--- src/rtl/fifo_wr_arbiter.sv ---
`timescale 1ns/1ps
// -----------------------------------------------------------------------------
// fifo_wr_arbiter
//
// Round-robin arbiter sharing the single write port of a synchronous FIFO
// between G_N_REQ requesters. Each requester offers packets on a
// valid/ready/last handshake. A grant is locked to one requester for a whole
// packet, or until G_MAX_BURST beats have been written (0 = no cap), after
// which the requester has to re-arbitrate. Writes are gated by the FIFO full
// flag, so the FIFO never sees a write while full.
//
// Parameters
//   G_N_REQ      number of requesters (2..16)
//   G_WIDTH      data width per beat
//   G_MAX_BURST  max beats per grant before a forced release; 0 = unlimited
//
// Ports
//   i_clk        clock
//   i_rst_n      asynchronous active-low reset
//   i_req_valid  per-requester beat valid
//   i_req_last   per-requester end-of-packet, qualified by valid
//   i_req_data   requester k on bits [k*G_WIDTH +: G_WIDTH]
//   o_req_ready  per-requester beat accepted this cycle
//   o_fifo_wr    FIFO write enable
//   o_fifo_data  FIFO write data (granted requester's data while locked)
//   i_fifo_full  FIFO full flag
//   o_grant      registered one-hot grant, all-zero while idle
//   o_busy       high while a grant is locked
// -----------------------------------------------------------------------------
module fifo_wr_arbiter #(
   parameter int G_N_REQ     = 4,
   parameter int G_WIDTH     = 8,
   parameter int G_MAX_BURST = 16
) (
   input  logic                         i_clk,
   input  logic                         i_rst_n,
   input  logic [G_N_REQ-1:0]           i_req_valid,
   input  logic [G_N_REQ-1:0]           i_req_last,
   input  logic [G_N_REQ*G_WIDTH-1:0]   i_req_data,
   output logic [G_N_REQ-1:0]           o_req_ready,
   output logic                         o_fifo_wr,
   output logic [G_WIDTH-1:0]           o_fifo_data,
   input  logic                         i_fifo_full,
   output logic [G_N_REQ-1:0]           o_grant,
   output logic                         o_busy
);

   localparam int IDX_W     = $clog2(G_N_REQ);
   localparam int CNT_W_RAW = $clog2(G_MAX_BURST + 1);
   localparam int CNT_W     = (CNT_W_RAW < 1) ? 1 : CNT_W_RAW;

   typedef enum logic {
      ST_IDLE = 1'b0,
      ST_LOCK = 1'b1
   } state_t;

   // Registered state
   state_t             state;
   logic [G_N_REQ-1:0] grant;
   logic [IDX_W-1:0]   grant_idx;
   logic [CNT_W-1:0]   beat_cnt;
   logic [IDX_W-1:0]   rr_last;

   // Next-state values
   state_t             state_nxt;
   logic [G_N_REQ-1:0] grant_nxt;
   logic [IDX_W-1:0]   grant_idx_nxt;
   logic [CNT_W-1:0]   beat_cnt_nxt;
   logic [IDX_W-1:0]   rr_last_nxt;

   // Per-requester data as an array so the granted lane can be indexed.
   logic [G_WIDTH-1:0] req_data_arr [G_N_REQ];

   for (genvar k = 0; k < G_N_REQ; k++) begin : g_unpack
      assign req_data_arr[k] = i_req_data[k*G_WIDTH +: G_WIDTH];
   end

   // -------------------------------------------------------------------------
   // Round-robin pick: first valid index scanning rr_last+1, rr_last+2, ...
   // modulo G_N_REQ. The requester served last is therefore checked last.
   // -------------------------------------------------------------------------
   logic             pick_found;
   logic [IDX_W-1:0] pick_idx;

   always_comb begin : rr_pick
      int               cand;
      logic [IDX_W-1:0] cand_idx;
      // NOTE: every variable written in a combinational block gets a default
      // before any branch; a path that leaves one unassigned infers a latch.
      pick_found = 1'b0;
      pick_idx   = '0;
      cand       = 0;
      cand_idx   = '0;
      for (int k = 1; k <= G_N_REQ; k++) begin
         cand     = (int'(rr_last) + k) % G_N_REQ;
         cand_idx = IDX_W'(cand);
         if (!pick_found && i_req_valid[cand_idx]) begin
            pick_found = 1'b1;
            pick_idx   = cand_idx;
         end
      end
   end

   // -------------------------------------------------------------------------
   // Beat transfer and release conditions for the locked requester.
   // -------------------------------------------------------------------------
   logic gnt_valid;
   logic gnt_last;
   logic xfer;
   logic cap_hit;
   logic pkt_done;

   assign gnt_valid = i_req_valid[grant_idx];
   assign gnt_last  = i_req_last[grant_idx];

   // The full flag is used combinationally, so a write can never land on a
   // full FIFO regardless of when it fills.
   assign xfer = (state == ST_LOCK) && gnt_valid && !i_fifo_full;

   // beat_cnt counts beats already written in this grant, so the beat being
   // written now is the last one allowed when beat_cnt == G_MAX_BURST-1.
   if (G_MAX_BURST == 0) begin : g_no_cap
      assign cap_hit = 1'b0;
   end else begin : g_cap
      assign cap_hit = (beat_cnt == CNT_W'(G_MAX_BURST - 1));
   end

   // last and the cap coinciding on the same beat is still a single release.
   assign pkt_done = xfer && (gnt_last || cap_hit);

   // -------------------------------------------------------------------------
   // Next-state logic
   // -------------------------------------------------------------------------
   always_comb begin : fsm_next
      state_nxt     = state;
      grant_nxt     = grant;
      grant_idx_nxt = grant_idx;
      beat_cnt_nxt  = beat_cnt;
      rr_last_nxt   = rr_last;

      case (state)
         ST_IDLE: begin
            if (pick_found) begin
               state_nxt     = ST_LOCK;
               grant_idx_nxt = pick_idx;
               grant_nxt     = G_N_REQ'(1) << pick_idx;
               beat_cnt_nxt  = '0;
            end
         end

         ST_LOCK: begin
            // A granted requester dropping valid simply stalls; the grant is
            // held so its packet stays contiguous in the FIFO.
            if (xfer) begin
               beat_cnt_nxt = beat_cnt + 1'b1;
            end
            if (pkt_done) begin
               state_nxt   = ST_IDLE;
               grant_nxt   = '0;
               rr_last_nxt = grant_idx;
            end
         end

         default: begin
            state_nxt = ST_IDLE;
            grant_nxt = '0;
         end
      endcase
   end

   // -------------------------------------------------------------------------
   // State register
   // -------------------------------------------------------------------------
   // NOTE: sequential state uses non-blocking assignments so every register
   // samples the pre-edge values, independent of statement order.
   always_ff @(posedge i_clk or negedge i_rst_n) begin
      if (!i_rst_n) begin
         state     <= ST_IDLE;
         grant     <= '0;
         grant_idx <= '0;
         beat_cnt  <= '0;
         rr_last   <= IDX_W'(G_N_REQ - 1);
      end else begin
         state     <= state_nxt;
         grant     <= grant_nxt;
         grant_idx <= grant_idx_nxt;
         beat_cnt  <= beat_cnt_nxt;
         rr_last   <= rr_last_nxt;
      end
   end

   // -------------------------------------------------------------------------
   // Outputs
   // -------------------------------------------------------------------------
   assign o_fifo_wr   = xfer;
   assign o_req_ready = xfer ? grant : '0;
   assign o_fifo_data = (state == ST_LOCK) ? req_data_arr[grant_idx] : '0;
   assign o_grant     = grant;
   assign o_busy      = (state == ST_LOCK);

   // -------------------------------------------------------------------------
   // Assertions
   // -------------------------------------------------------------------------
   a_grant_onehot0 : assert property (@(posedge i_clk) disable iff (!i_rst_n)
      $onehot0(o_grant));

   a_no_wr_when_full : assert property (@(posedge i_clk) disable iff (!i_rst_n)
      o_fifo_wr |-> !i_fifo_full);

   a_ready_onehot0 : assert property (@(posedge i_clk) disable iff (!i_rst_n)
      $onehot0(o_req_ready));

   a_busy_matches_grant : assert property (@(posedge i_clk) disable iff (!i_rst_n)
      o_busy == (|o_grant));

endmodule

--- config.mk ---
export PLATFORM = sky130hd
export DESIGN_NAME = fifo_wr_arbiter
export DESIGN_NICKNAME = d
export VERILOG_FILES = /design/src/rtl/fifo_wr_arbiter.sv
export SDC_FILE = /design/constraint.sdc
export NUM_CORES = 1
export LEC_CHECK = 0
export BUFFER_PORTS_ARGS = -buffer_cell sky130_fd_sc_hd__buf_4
export CAP_MARGIN = 30
export CORE_ASPECT_RATIO = 0.6
export CORE_UTILIZATION = 39
export DETAILED_ROUTE_END_ITERATION = 12
export GPL_TIMING_DRIVEN = 0
export PLACE_DENSITY = 0.81
export SYNTH_ARGS = -nofsm -noshare
export SYNTH_HDL_FRONTEND = slang
export SYNTH_SLANG_ARGS = --single-unit
--- constraint.sdc ---
create_clock -name i_clk -period 1.9 [get_ports i_clk]
set_input_delay 0.095 -clock i_clk [delete_from_list [all_inputs] [get_ports i_clk]]
set_output_delay 0.095 -clock i_clk [all_outputs]
set_load 0.05 [all_outputs]
==> impl_table.tex, run 1 <==
\begin{tabular}{lr}
\hline
Metric & Value \\
\hline
\multicolumn{2}{l}{\textbf{Power and ir drop}} \\
Total power after layout & a little under 3 mW \\
Power per cell area & between 1500 and 2000 nW/µm² \\
Maximum vdd drop & a little under 0.9 mV \\
Leak Pwr & $\sim$0.81 nW \\
\multicolumn{2}{l}{\textbf{GRT}} \\
Aggregate global-route resource usage & between 20\% and 30\% \\
Largest net degree at the start of global routing & 15 \\
Residual overflow from global routing & 0 \\
Vias in the first global route & a little over 1000 \\
First-pass GRT wire length & 4710 µm \\
Antenna violations before repair & 0 \\
\multicolumn{2}{l}{\textbf{Timing}} \\
Final worst path period share & between 90 and 100\% \\
Maximum achievable frequency & around 0.55 GHz \\
Post-layout min period & about 1.8 ns \\
Final setup violation count & 0 \\
Hold Fails Final Rpt & 0 \\
Final WS setup & just over 0.07 ns \\
Worst-case clock skew & 0.000759 ns \\
Relative slew slack & $\sim$70\% \\
Pin slew with the least headroom to its limit & between 0.4 and 0.5 ns \\
Max-slew violation count & 0 \\
\multicolumn{2}{l}{\textbf{Finish}} \\
Fraction of final layout cells with drive strength greater than 1 & 60.9\% \\
Footprint of the flip-flops and latches & about 360 µm² \\
Multi-input gate area & around 680 µm² \\
Diode insertion count for antenna repair & 0 \\
Fillers & about 190 \\
Final Util & 68.0\% \\
Signed area change from the synthesized netlist to the final layout & 62.9\% \\
Cell area after layout & 1710 µm² \\
\# nets final & slightly above 200 \\
\multicolumn{2}{l}{\textbf{Place}} \\
Half-perimeter wire length after detailed placement & around 2300 µm \\
Count of port buffers added during placement & 60 \\
Final GP Congestion & $\sim$0.74 \\
Post-place setup slack & about 0.009 ns \\
Cell area reported after detailed placement & around 1600 µm² \\
\multicolumn{2}{l}{\textbf{Routing}} \\
Total Wirelength & around 3000 µm \\
Via total after detailed routing & approximately 1000 \\
Routed wire per std cell & 15.1 µm \\
Number of vias per cell & 5.23 \\
Violation count after the first detailed-route iteration & 20 \\
First drt pass iteration count & 4 \\
Final routed DRC violation total & 0 \\
Antenna Violating Nets Remaining & 0 \\
\multicolumn{2}{l}{\textbf{Synthesis}} \\
Number of instances in the synthesized netlist & between 90 and 100 \\
Post-synth EDFFs & 0 \\
Cell Area, Synth & approximately 1100 µm² \\
Post-Synthesis Net Count & 137 \\
Yosys warning total & 0 \\
Register area share after synthesis & around a third \\
Post-Synthesis Mean Instance Area & approximately 11 µm² \\
Total of flip-flops plus latches after synthesis & 14 \\
Most instantiated flip-flop cell in the synthesis netlist & dfrtp\_1 \\
Unique masters post-synth & 35 \\
Share of async-settable or async-resettable flops after synthesis & between 90\% and 100\% \\
\multicolumn{2}{l}{\textbf{Floorplan}} \\
Area of the die & 2920 µm² \\
Effective utilization at floorplan & 41.7\% \\
Core ar. & $\sim$2500 µm² \\
Cell row count & 14 \\
Boundary Pins & just over 60 \\
Die X-Extent & 69.1 µm \\
Die H & 42.2 µm \\
\multicolumn{2}{l}{\textbf{Clock tree}} \\
Register clock-pin slew on the reported worst setup and hold paths & roughly 0.050 ns \\
CTS sink cnt & 14 \\
Number of buffers inserted during clock tree synthesis & 3 \\
Htree depth & 1 \\
Maximum buffer depth of the clock tree & 2 \\
CTS tree & done \\
Clock latency on the worst-skew pair & $\sim$0.24 ns \\
CTS root buffer & clkbuf\_8 \\
\multicolumn{2}{l}{\textbf{Job}} \\
Number of maximum-capacitance violations & 0 \\
\multicolumn{2}{l}{\textbf{Critical path}} \\
Type of the worst setup path & register to primary output \\
Worst Setup Start Kind & register \\
CP Data Arrival Time & approximately 1.7 ns \\
FF-to-FF setup slack & around 0.07 ns \\
Crit-path max FO & 10 \\
Required time reported for the critical path endpoint & about 1.8 ns \\
Endpoint type of the worst setup path & primary output \\
\multicolumn{2}{l}{\textbf{Run status}} \\
Run status & completed \\
\multicolumn{2}{l}{\textbf{Hold path}} \\
Class of the most critical hold timing path & input port to register \\
\hline
\end{tabular}
final cells by class:
cell class,instances,area share [%]
sequential,14,20.7
inverter,2,0.438
buffer,6,3.43
clock buffer,4,3.21
timing repair buffer,65,30.2
multi-input combinational,70,39.6
tap,32,2.34
routing by layer:
metal / track usage, % / up-vias / share of wire (%)
met5: 0 / - / 0
met4: 2.45 / 0 / 0.45
met3: 4.09 / 2 / 3.5
met2: 34.2 / 18 / 50
met1: 28.2 / 505 / 46
li1: - / 485 / -
flip-flops by register name (all words and copies together) (netlist names):
| name | flops |
|---|---|
| rr_last | 2 |
| o_grant | 4 |
| o_busy | 1 |
| grant_idx | 2 |
| beat_cnt | 5 |
where the power goes:
group | switching (mW) | leakage (nW) | internal, mW
combinational | 1.17 | 0.611 | 0.886
sequential | 0.113 | 0.171 | 0.443
clock | 0.0960 | 0.0288 | 0.183
timing repair:
| action | in CTS | in global routing |
|---|---|---|
| gates cloned | 0 | 0 |
| gates resized for setup | 6 | 11 |
| hold buffers | 1 | 0 |
| endpoints found under the setup margin | 14 | 14 |
| hold endpoints to repair | 14 | 0 |
| buffers inserted | 1 | 3 |
| pin swaps | 2 | 1 |
critical path: stages, from the launching register on:
cell,delay (ns)
dfrtp_1,0.35
buf_6,0.15
buf_12,0.15
mux4_2,0.49
and2_1,0.17
buf_4,0.18
through the flow:
stage / TNS, ns / std cells / hold slack (ns)
2_1_floorplan: 0 / 92 / -0.201
3_3_place_gp: 0 / 184 / -0.0536
3_5_place_dp: 0 / 184 / -0.0498
4_1_cts: 0 / 190 / 0.207
5_1_grt: -0.00444 / 193 / 0.241
6_report: 0 / 193 / 0.223
final timing paths:
path                                 from             end  cells after the start
min                        i_req_valid[2]          o_busy                      3
max reg2reg                   beat_cnt[0]      rr_last[0]                      7
min in group asynchronous         i_rst_n      o_grant[3]                      2
max                          grant_idx[0]  o_fifo_data[3]                      5
max in group asynchronous         i_rst_n      rr_last[1]                      2
min reg2reg                   beat_cnt[3]     beat_cnt[3]                      1
cells in the final DEF, fill, tap and decap left out, types with 3 or more instances in the layout:
| cell | synthesis | routed |
|---|---|---|
| nand2_1 | 7 | 7 |
| buf_4 | 1 | 60 |
| mux4_2 | 8 | 8 |
| dfrtp_1 | 12 | 10 |
| a32o_1 | 4 | 4 |
| clkbuf_8 | 0 | 4 |
| mux2i_1 | 6 | 4 |
| and2_1 | 12 | 8 |
| buf_6 | 0 | 6 |
| and2_2 | 0 | 4 |
| a21oi_1 | 3 | 3 |
| nand2b_1 | 3 | 3 |
Yosys cell counts, drive strengths merged (2+ instances only):
| cell | count | area share [%] |
|---|---|---|
| and2 | 12 | 7.1 |
| dfrtp | 12 | 29 |
| mux4 | 8 | 17 |
| nand2 | 7 | 2.5 |
| mux2i | 6 | 5.7 |
| a32o | 4 | 3.8 |
| buf | 4 | 2.1 |
| a21oi | 3 | 1.4 |
| mux2 | 3 | 3.9 |
| nand2b | 3 | 1.8 |
| o21ai | 3 | 1.4 |
| clkbuf | 2 | 0.71 |
| dfstp | 2 | 5.0 |
| ha | 2 | 2.4 |
| inv | 2 | 0.71 |
| nand3b | 2 | 1.4 |
| nor2 | 2 | 0.71 |
kinds of logic after synthesis:
logic type	count (synthesis)	synth area share [%]
buf+inv	8	3.57
mux	17	26.8
flops	14	33.5
simple gates	33	18.2
fa+ha+maj	2	2.38
compound gates	18	15.6
No activity file was read; power rests on OpenSTA's default activity.
==> inputs of run 2 (changes only) <==
--- a/config.mk
+++ b/config.mk
@@ -12,6 +12,7 @@
 export DETAILED_ROUTE_END_ITERATION = 12
 export GPL_TIMING_DRIVEN = 0
 export PLACE_DENSITY = 0.81
+export SETUP_SLACK_MARGIN = 0.1
 export SYNTH_ARGS = -nofsm -noshare
 export SYNTH_HDL_FRONTEND = slang
 export SYNTH_SLANG_ARGS = --single-unit
==> impl_table.tex, run 2 (synthesis results as in run 1) <==
\begin{tabular}{lr}
\hline
Metric & Value \\
\hline
\multicolumn{2}{l}{\textbf{Run status}} \\
Run status & completed (unchanged) \\
\multicolumn{2}{l}{\textbf{Finish}} \\
Multi-input gate area & 706 µm² (was 679 µm²) \\
Max reg flops & 5 (unchanged) \\
Leading cell type in the layout, fill and taps excluded & buf\_4 (unchanged) \\
Footprint of the flip-flops and latches & 354 µm² (was 355 µm²) \\
\# nets final & 215 (was 207) \\
Fillers & 171 (was 194) \\
Top library cells by usage in the layout, fill and taps aside & 57 x buf\_4, 15 x buf\_6, 11 x dfrtp\_1, 8 x mux4\_2, 8 x and2\_4 (was 60 x buf\_4, 10 x dfrtp\_1, 8 x mux4\_2, 8 x and2\_1, 7 x nand2\_1) \\
Fraction of final layout cells with drive strength greater than 1 & 67.5\% (was 60.9\%) \\
Diode insertion count for antenna repair & 0 (unchanged) \\
Signed area change from the synthesized netlist to the final layout & 75.6\% (was 62.9\%) \\
Register with the most flip-flops & beat\_cnt (unchanged) \\
\multicolumn{2}{l}{\textbf{Hold path}} \\
Class of the most critical hold timing path & input port to asynchronous set/reset pin (was input port to register) \\
\multicolumn{2}{l}{\textbf{Critical path}} \\
Critical R2R Capture & rr\_last[0] (unchanged) \\
Chain of cells forming the critical path & ha\_2, and3\_1, ha\_2, nand3b\_1, o311ai\_4, buf\_12, mux2\_4 (was buf\_6, buf\_12, mux4\_2, and2\_1, buf\_4) \\
Endpoint type of the worst setup path & register (was primary output) \\
Type of the worst setup path & register to register (was register to primary output) \\
Max stage delay on crit path & 0.39 ns (was 0.49 ns) \\
Most prevalent standard cell on the critical path & ha\_2 \\
Worst path buffer plus inverter count & 1 (was 3) \\
Worst Setup Start Kind & register (unchanged) \\
CP Data Arrival Time & 1.99 ns (was 1.73 ns) \\
Required time reported for the critical path endpoint & 2.07 ns (was 1.80 ns) \\
R2r worst-path depth & 7 (unchanged) \\
FF-to-FF setup slack & 0.08 ns (was 0.07 ns) \\
Crit-path max FO & 7 (was 10) \\
R2r startpoint & beat\_cnt[0] (unchanged) \\
Kind of cell with the highest combined delay on the critical path & simple AND/OR/NAND/NOR gates (was multiplexers) \\
Slowest-stage cell, CP & dfrtp\_1 (was mux4\_2) \\
\multicolumn{2}{l}{\textbf{Timing}} \\
Worst-case clock skew & 0.00380 ns (was 0.000759 ns) \\
Final setup violation count & 0 (unchanged) \\
Max-slew violation count & 0 (unchanged) \\
Total negative slack & 0 ns (unchanged) \\
Pin slew with the least headroom to its limit & 0.479 ns (was 0.428 ns) \\
Hold Fails Final Rpt & 0 (unchanged) \\
Post-layout min period & 1.82 ns (was 1.83 ns) \\
Maximum achievable frequency & 0.549 GHz (was 0.547 GHz) \\
Unrepaired setup endpoints after global routing & true \\
WHS & 0.219 ns (was 0.223 ns) \\
Relative slew slack & 68.0\% (was 71.3\%) \\
Final worst path period share & 95.9\% (was 96.3\%) \\
\multicolumn{2}{l}{\textbf{Place}} \\
Final GP Congestion & 0.737 (unchanged) \\
Half-perimeter wire length after detailed placement & 2290 µm (unchanged) \\
Count of port buffers added during placement & 60 (unchanged) \\
\multicolumn{2}{l}{\textbf{Floorplan}} \\
Cell row count & 14 (unchanged) \\
Die H & 42.2 µm (unchanged) \\
Core ar. & 2520 µm² (unchanged) \\
Die X-Extent & 69.1 µm (unchanged) \\
Effective utilization at floorplan & 41.7\% (unchanged) \\
Area of the die & 2920 µm² (unchanged) \\
Boundary Pins & 61 (unchanged) \\
\multicolumn{2}{l}{\textbf{GRT}} \\
Aggregate global-route resource usage & 21.1\% (was 20.3\%) \\
Largest net degree at the start of global routing & 15 (unchanged) \\
First-pass GRT wire length & 4890 µm (was 4710 µm) \\
Antenna violations before repair & 0 (unchanged) \\
Vias in the first global route & 1043 (was 1015) \\
Residual overflow from global routing & 0 (unchanged) \\
\multicolumn{2}{l}{\textbf{Routing}} \\
Antenna Violating Nets Remaining & 0 (unchanged) \\
Via total after detailed routing & 1059 (was 1010) \\
Routed wire per std cell & 17.5 µm (was 15.1 µm) \\
Number of vias per cell & 5.27 (was 5.23) \\
Violation count after the first detailed-route iteration & 64 (was 20) \\
First drt pass iteration count & 4 (unchanged) \\
Total Wirelength & 3510 µm (was 2920 µm) \\
Final routed DRC violation total & 0 (unchanged) \\
\multicolumn{2}{l}{\textbf{Power and ir drop}} \\
Leak Pwr & 0.890 nW (was 0.811 nW) \\
Power per cell area & 1780 nW/µm² (was 1690 nW/µm²) \\
Maximum vdd drop & 0.893 mV (was 0.876 mV) \\
\multicolumn{2}{l}{\textbf{Clock tree}} \\
CTS tree & done (unchanged) \\
Register clock-pin slew on the reported worst setup and hold paths & 0.06 ns (was 0.05 ns) \\
Clock latency on the worst-skew pair & 0.24 ns (about the same) \\
CTS root buffer & clkbuf\_8 (unchanged) \\
CTS sink cnt & 14 (unchanged) \\
Htree depth & 1 (unchanged) \\
Number of buffers inserted during clock tree synthesis & 3 (unchanged) \\
Maximum buffer depth of the clock tree & 2 (unchanged) \\
\multicolumn{2}{l}{\textbf{Job}} \\
Number of maximum-capacitance violations & 0 (unchanged) \\
\hline
\end{tabular}
## run 2: cell types whose count changed in the layout (fill, tap and decap cells not counted)
cell | before | now
ha_2 | 1 | 2
buf_6 | 6 | 15
mux2_4 | 2 | 3
buf_2 | 0 | 1
dfrtp_2 | 2 | 1
dfrtp_1 | 10 | 11
and2_1 | 8 | 0
clkbuf_16 | 0 | 1
ha_1 | 1 | 0
and2_4 | 0 | 8
mux2_2 | 1 | 0
buf_4 | 60 | 57
## run 2: layout make-up
class / count / share of cell area [%]
multi-input combinational: 70 / 38.2
clock buffer: 4 / 2.98
tap: 32 / 2.17
buffer: 6 / 3.18
timing repair buffer: 73 / 33.9
inverter: 2 / 0.406
sequential: 14 / 19.2
## run 2: metrics by stage
stage | worst slack [ns] | area [µm²] | util, % | cells | total power [mW]
after floorplan | 0.105 | 1060 | - | 92 | 1.92
after global placement | 0.0212 | 1550 | 61.5 | 184 | 2.38
after detailed placement | 0.00883 | 1550 | 61.5 | 184 | 2.44
after CTS | 0.0892 | 1720 | 68.1 | 195 | 2.93
after global routing | 0.0277 | 1850 | 73.3 | 201 | 3.43
final | 0.0781 | 1850 | 73.3 | 201 | 3.29
## run 2: worst max path at each step
stage                             from  cells past startpoint             end  slack [ns]
final                      beat_cnt[0]                      7      rr_last[0]        0.08
after global routing       beat_cnt[0]                      7      rr_last[0]        0.03
after CTS                 grant_idx[0]                      5  o_fifo_data[3]        0.09
after detailed placement   beat_cnt[0]                      5      rr_last[0]       0.009
after global placement     beat_cnt[0]                      5      rr_last[0]        0.02
after floorplan                 o_busy                      4  o_req_ready[0]        0.11
## run 2: worst reg2reg max path, cell delays in order, from the launching register on
cell	delay, ns
dfrtp_1	0.39
ha_2	0.19
and3_1	0.18
ha_2	0.19
nand3b_1	0.22
o311ai_4	0.11
buf_12	0.16
mux2_4	0.30
## run 2: timing repair
action	4_1_cts	5_1_grt
hold endpoints to repair	14	0
cloned	0	2
endpoints found under the setup margin	17	18
gates resized for setup	13	22
hold buffers	1	0
setup buffers	6	4
pin swaps	2	2
## run 2: where the power goes
group | switching [mW] | internal [mW] | leakage [nW]
combinational | 1.29 | 1.17 | 0.688
sequential | 0.0988 | 0.441 | 0.173
clock | 0.103 | 0.183 | 0.0288
## run 2: layer usage
layer / global-route usage [%] / share of wire, % / up-vias
met1: 29.5 / 47 / 539
met3: 4.09 / 2.8 / 2
met2: 35.5 / 50 / 16
li1: - / - / 502
met5: 0 / 0 / -
met4: 2.45 / 0.37 / 0
==> inputs of run 3 (changes only) <==
--- a/config.mk
+++ b/config.mk
@@ -10,7 +10,6 @@
 export CORE_ASPECT_RATIO = 0.6
 export CORE_UTILIZATION = 39
 export DETAILED_ROUTE_END_ITERATION = 12
-export GPL_TIMING_DRIVEN = 0
 export PLACE_DENSITY = 0.81
 export SETUP_SLACK_MARGIN = 0.1
 export SYNTH_ARGS = -nofsm -noshare
==> impl_table.tex, run 3 (synthesis results as in run 1) <==
\begin{tabular}{lr}
\hline
Metric & Value \\
\hline
\multicolumn{2}{l}{\textbf{Timing}} \\
Final setup violation count & 0 (unchanged) \\
Maximum achievable frequency & 0.550 GHz (was 0.549 GHz) \\
Worst-case clock skew & 0.000541 ns (was 0.00380 ns) \\
Final worst path period share & 95.7\% (was 95.9\%) \\
Hold Fails Final Rpt & 0 (unchanged) \\
Unrepaired setup endpoints after global routing & true (unchanged) \\
Relative slew slack & 65.7\% (was 68.0\%) \\
Final WS setup & 0.0808 ns (was 0.0781 ns) \\
Max-slew violation count & 0 (unchanged) \\
Pin slew with the least headroom to its limit & 0.511 ns (was 0.479 ns) \\
Post-layout min period & 1.82 ns (about the same) \\
Total negative slack & 0 ns (unchanged) \\
\multicolumn{2}{l}{\textbf{Floorplan}} \\
Boundary Pins & 61 (unchanged) \\
Die X-Extent & 69.1 µm (unchanged) \\
Area of the die & 2920 µm² (unchanged) \\
Effective utilization at floorplan & 41.7\% (unchanged) \\
Core ar. & 2520 µm² (unchanged) \\
Cell row count & 14 (unchanged) \\
Die H & 42.2 µm (unchanged) \\
\multicolumn{2}{l}{\textbf{Clock tree}} \\
Register clock-pin slew on the reported worst setup and hold paths & 0.06 ns (about the same) \\
Number of buffers inserted during clock tree synthesis & 3 (unchanged) \\
CTS sink cnt & 14 (unchanged) \\
Maximum buffer depth of the clock tree & 2 (unchanged) \\
Htree depth & 1 (unchanged) \\
CTS tree & done (unchanged) \\
CTS root buffer & clkbuf\_8 (unchanged) \\
Clock latency on the worst-skew pair & 0.25 ns (was 0.24 ns) \\
\multicolumn{2}{l}{\textbf{Routing}} \\
Violation count after the first detailed-route iteration & 62 (was 64) \\
Antenna Violating Nets Remaining & 0 (unchanged) \\
Final routed DRC violation total & 0 (unchanged) \\
Routed wire per std cell & 16.8 µm (was 17.5 µm) \\
Number of vias per cell & 5.42 (was 5.27) \\
Via total after detailed routing & 1063 (was 1059) \\
Total Wirelength & 3290 µm (was 3510 µm) \\
First drt pass iteration count & 4 (unchanged) \\
\multicolumn{2}{l}{\textbf{Finish}} \\
Final Util & 72.6\% (was 73.3\%) \\
\# nets final & 210 (was 215) \\
Signed area change from the synthesized netlist to the final layout & 74.0\% (was 75.6\%) \\
Register with the most flip-flops & beat\_cnt (unchanged) \\
Top library cells by usage in the layout, fill and taps aside & 60 x buf\_4, 10 x dfrtp\_1, 8 x mux4\_2, 8 x and2\_4 (was 57 x buf\_4, 15 x buf\_6, 11 x dfrtp\_1, 8 x mux4\_2, 8 x and2\_4) \\
Cell area after layout & 1830 µm² (was 1850 µm²) \\
Leading cell type in the layout, fill and taps excluded & buf\_4 (unchanged) \\
Max reg flops & 5 (unchanged) \\
Diode insertion count for antenna repair & 0 (unchanged) \\
Fraction of final layout cells with drive strength greater than 1 & 67.7\% (was 67.5\%) \\
\multicolumn{2}{l}{\textbf{GRT}} \\
Largest net degree at the start of global routing & 15 (unchanged) \\
Residual overflow from global routing & 0 (unchanged) \\
Vias in the first global route & 1072 (was 1043) \\
First-pass GRT wire length & 5050 µm (was 4890 µm) \\
Aggregate global-route resource usage & 22.1\% (was 21.1\%) \\
Antenna violations before repair & 0 (unchanged) \\
\multicolumn{2}{l}{\textbf{Critical path}} \\
Worst Setup Start Kind & register (unchanged) \\
Type of the worst setup path & register to register (unchanged) \\
Required time reported for the critical path endpoint & 2.07 ns (about the same) \\
Max stage delay on crit path & 0.41 ns (was 0.39 ns) \\
Slowest-stage cell, CP & dfrtp\_1 (unchanged) \\
CP Data Arrival Time & 1.99 ns (about the same) \\
Crit-path max FO & 7 (unchanged) \\
Chain of cells forming the critical path & ha\_2, and3\_4, ha\_4, nand3b\_1, o311ai\_4, buf\_12, mux2\_4 (was ha\_2, and3\_1, ha\_2, nand3b\_1, o311ai\_4, buf\_12, mux2\_4) \\
Endpoint type of the worst setup path & register (unchanged) \\
\multicolumn{2}{l}{\textbf{Job}} \\
Number of maximum-capacitance violations & 0 (unchanged) \\
\multicolumn{2}{l}{\textbf{Place}} \\
Half-perimeter wire length after detailed placement & 2300 µm (was 2290 µm) \\
Cell area reported after detailed placement & 1550 µm² (about the same) \\
Final GP Congestion & 0.717 (was 0.737) \\
Count of port buffers added during placement & 60 (unchanged) \\
Post-place setup slack & -0.00551 ns (was 0.00883 ns) \\
\multicolumn{2}{l}{\textbf{Run status}} \\
Run status & completed (unchanged) \\
\multicolumn{2}{l}{\textbf{Power and ir drop}} \\
Power per cell area & 1780 nW/µm² (about the same) \\
Total power after layout & 3.26 mW (was 3.29 mW) \\
Maximum vdd drop & 0.636 mV (was 0.893 mV) \\
Leak Pwr & 0.864 nW (was 0.890 nW) \\
\multicolumn{2}{l}{\textbf{Hold path}} \\
Class of the most critical hold timing path & input port to register (was input port to asynchronous set/reset pin) \\
\hline
\end{tabular}
## run 3: worst paths after layout
kind / from / slack [ns] / depth (start not counted) / end
max reg2reg: beat_cnt[0] / 0.08 / 7 / rr_last[1]
min reg2reg: beat_cnt[0] / 0.52 / 1 / beat_cnt[0]
max in group asynchronous: i_rst_n / 1.41 / 2 / rr_last[0]
min: i_req_valid[2] / 0.22 / 3 / o_busy
max: beat_cnt[0] / 0.08 / 7 / rr_last[1]
min in group asynchronous: i_rst_n / 0.25 / 2 / o_grant[3]
## run 3: repair_timing
item / 4_1_cts / 5_1_grt
pin swaps: 4 / 10
setup endpoints to repair: 18 / 14
hold buffers: 1 / 0
buffers inserted: 7 / 2
gates cloned: 0 / 0
hold endpoints to repair: 14 / 0
resized for setup: 11 / 24
## run 3: final cells by class
class / count / area (µm²)
Inverter: 2 / 7.51
Timing Repair Buffer: 74 / 659
Fill cell: 158 / 692
Clock buffer: 4 / 55.1
Sequential cell: 14 / 355
Multi-Input combinational cell: 70 / 713
Tap cell: 32 / 40.0
## run 3: through the flow
step / std cells / hold WS [ns]
floorplan: 92 / -0.201
global placement: 182 / -0.0483
detailed placement: 182 / -0.0422
CTS: 194 / 0.198
global route: 196 / 0.222
finish: 196 / 0.222
## run 3: worst max-delay path, delay by kind of cell (launching register included)
kind	cells	cell delay [ns]
fa+ha+maj	2	0.37
mux	1	0.30
buf+inv	1	0.16
simple gates	2	0.38
compound gates	1	0.12
flops	1	0.41
## run 3: layer usage
| metal | up-vias | wire (µm) | GRT usage [%] |
|---|---|---|---|
| met2 | 32 | 1770 | 36.7 |
| met5 | - | 0 | 0 |
| li1 | 491 | - | - |
| met1 | 535 | 1360 | 30.2 |
| met3 | 5 | 120 | 4.33 |
| met4 | 0 | 34 | 5.31 |
## run 3: power breakdown
group,total [mW],internal (mW),switching [mW]
Clock,0.291,0.184,0.107
Sequential,0.561,0.442,0.119
Combinational,2.40,1.16,1.24
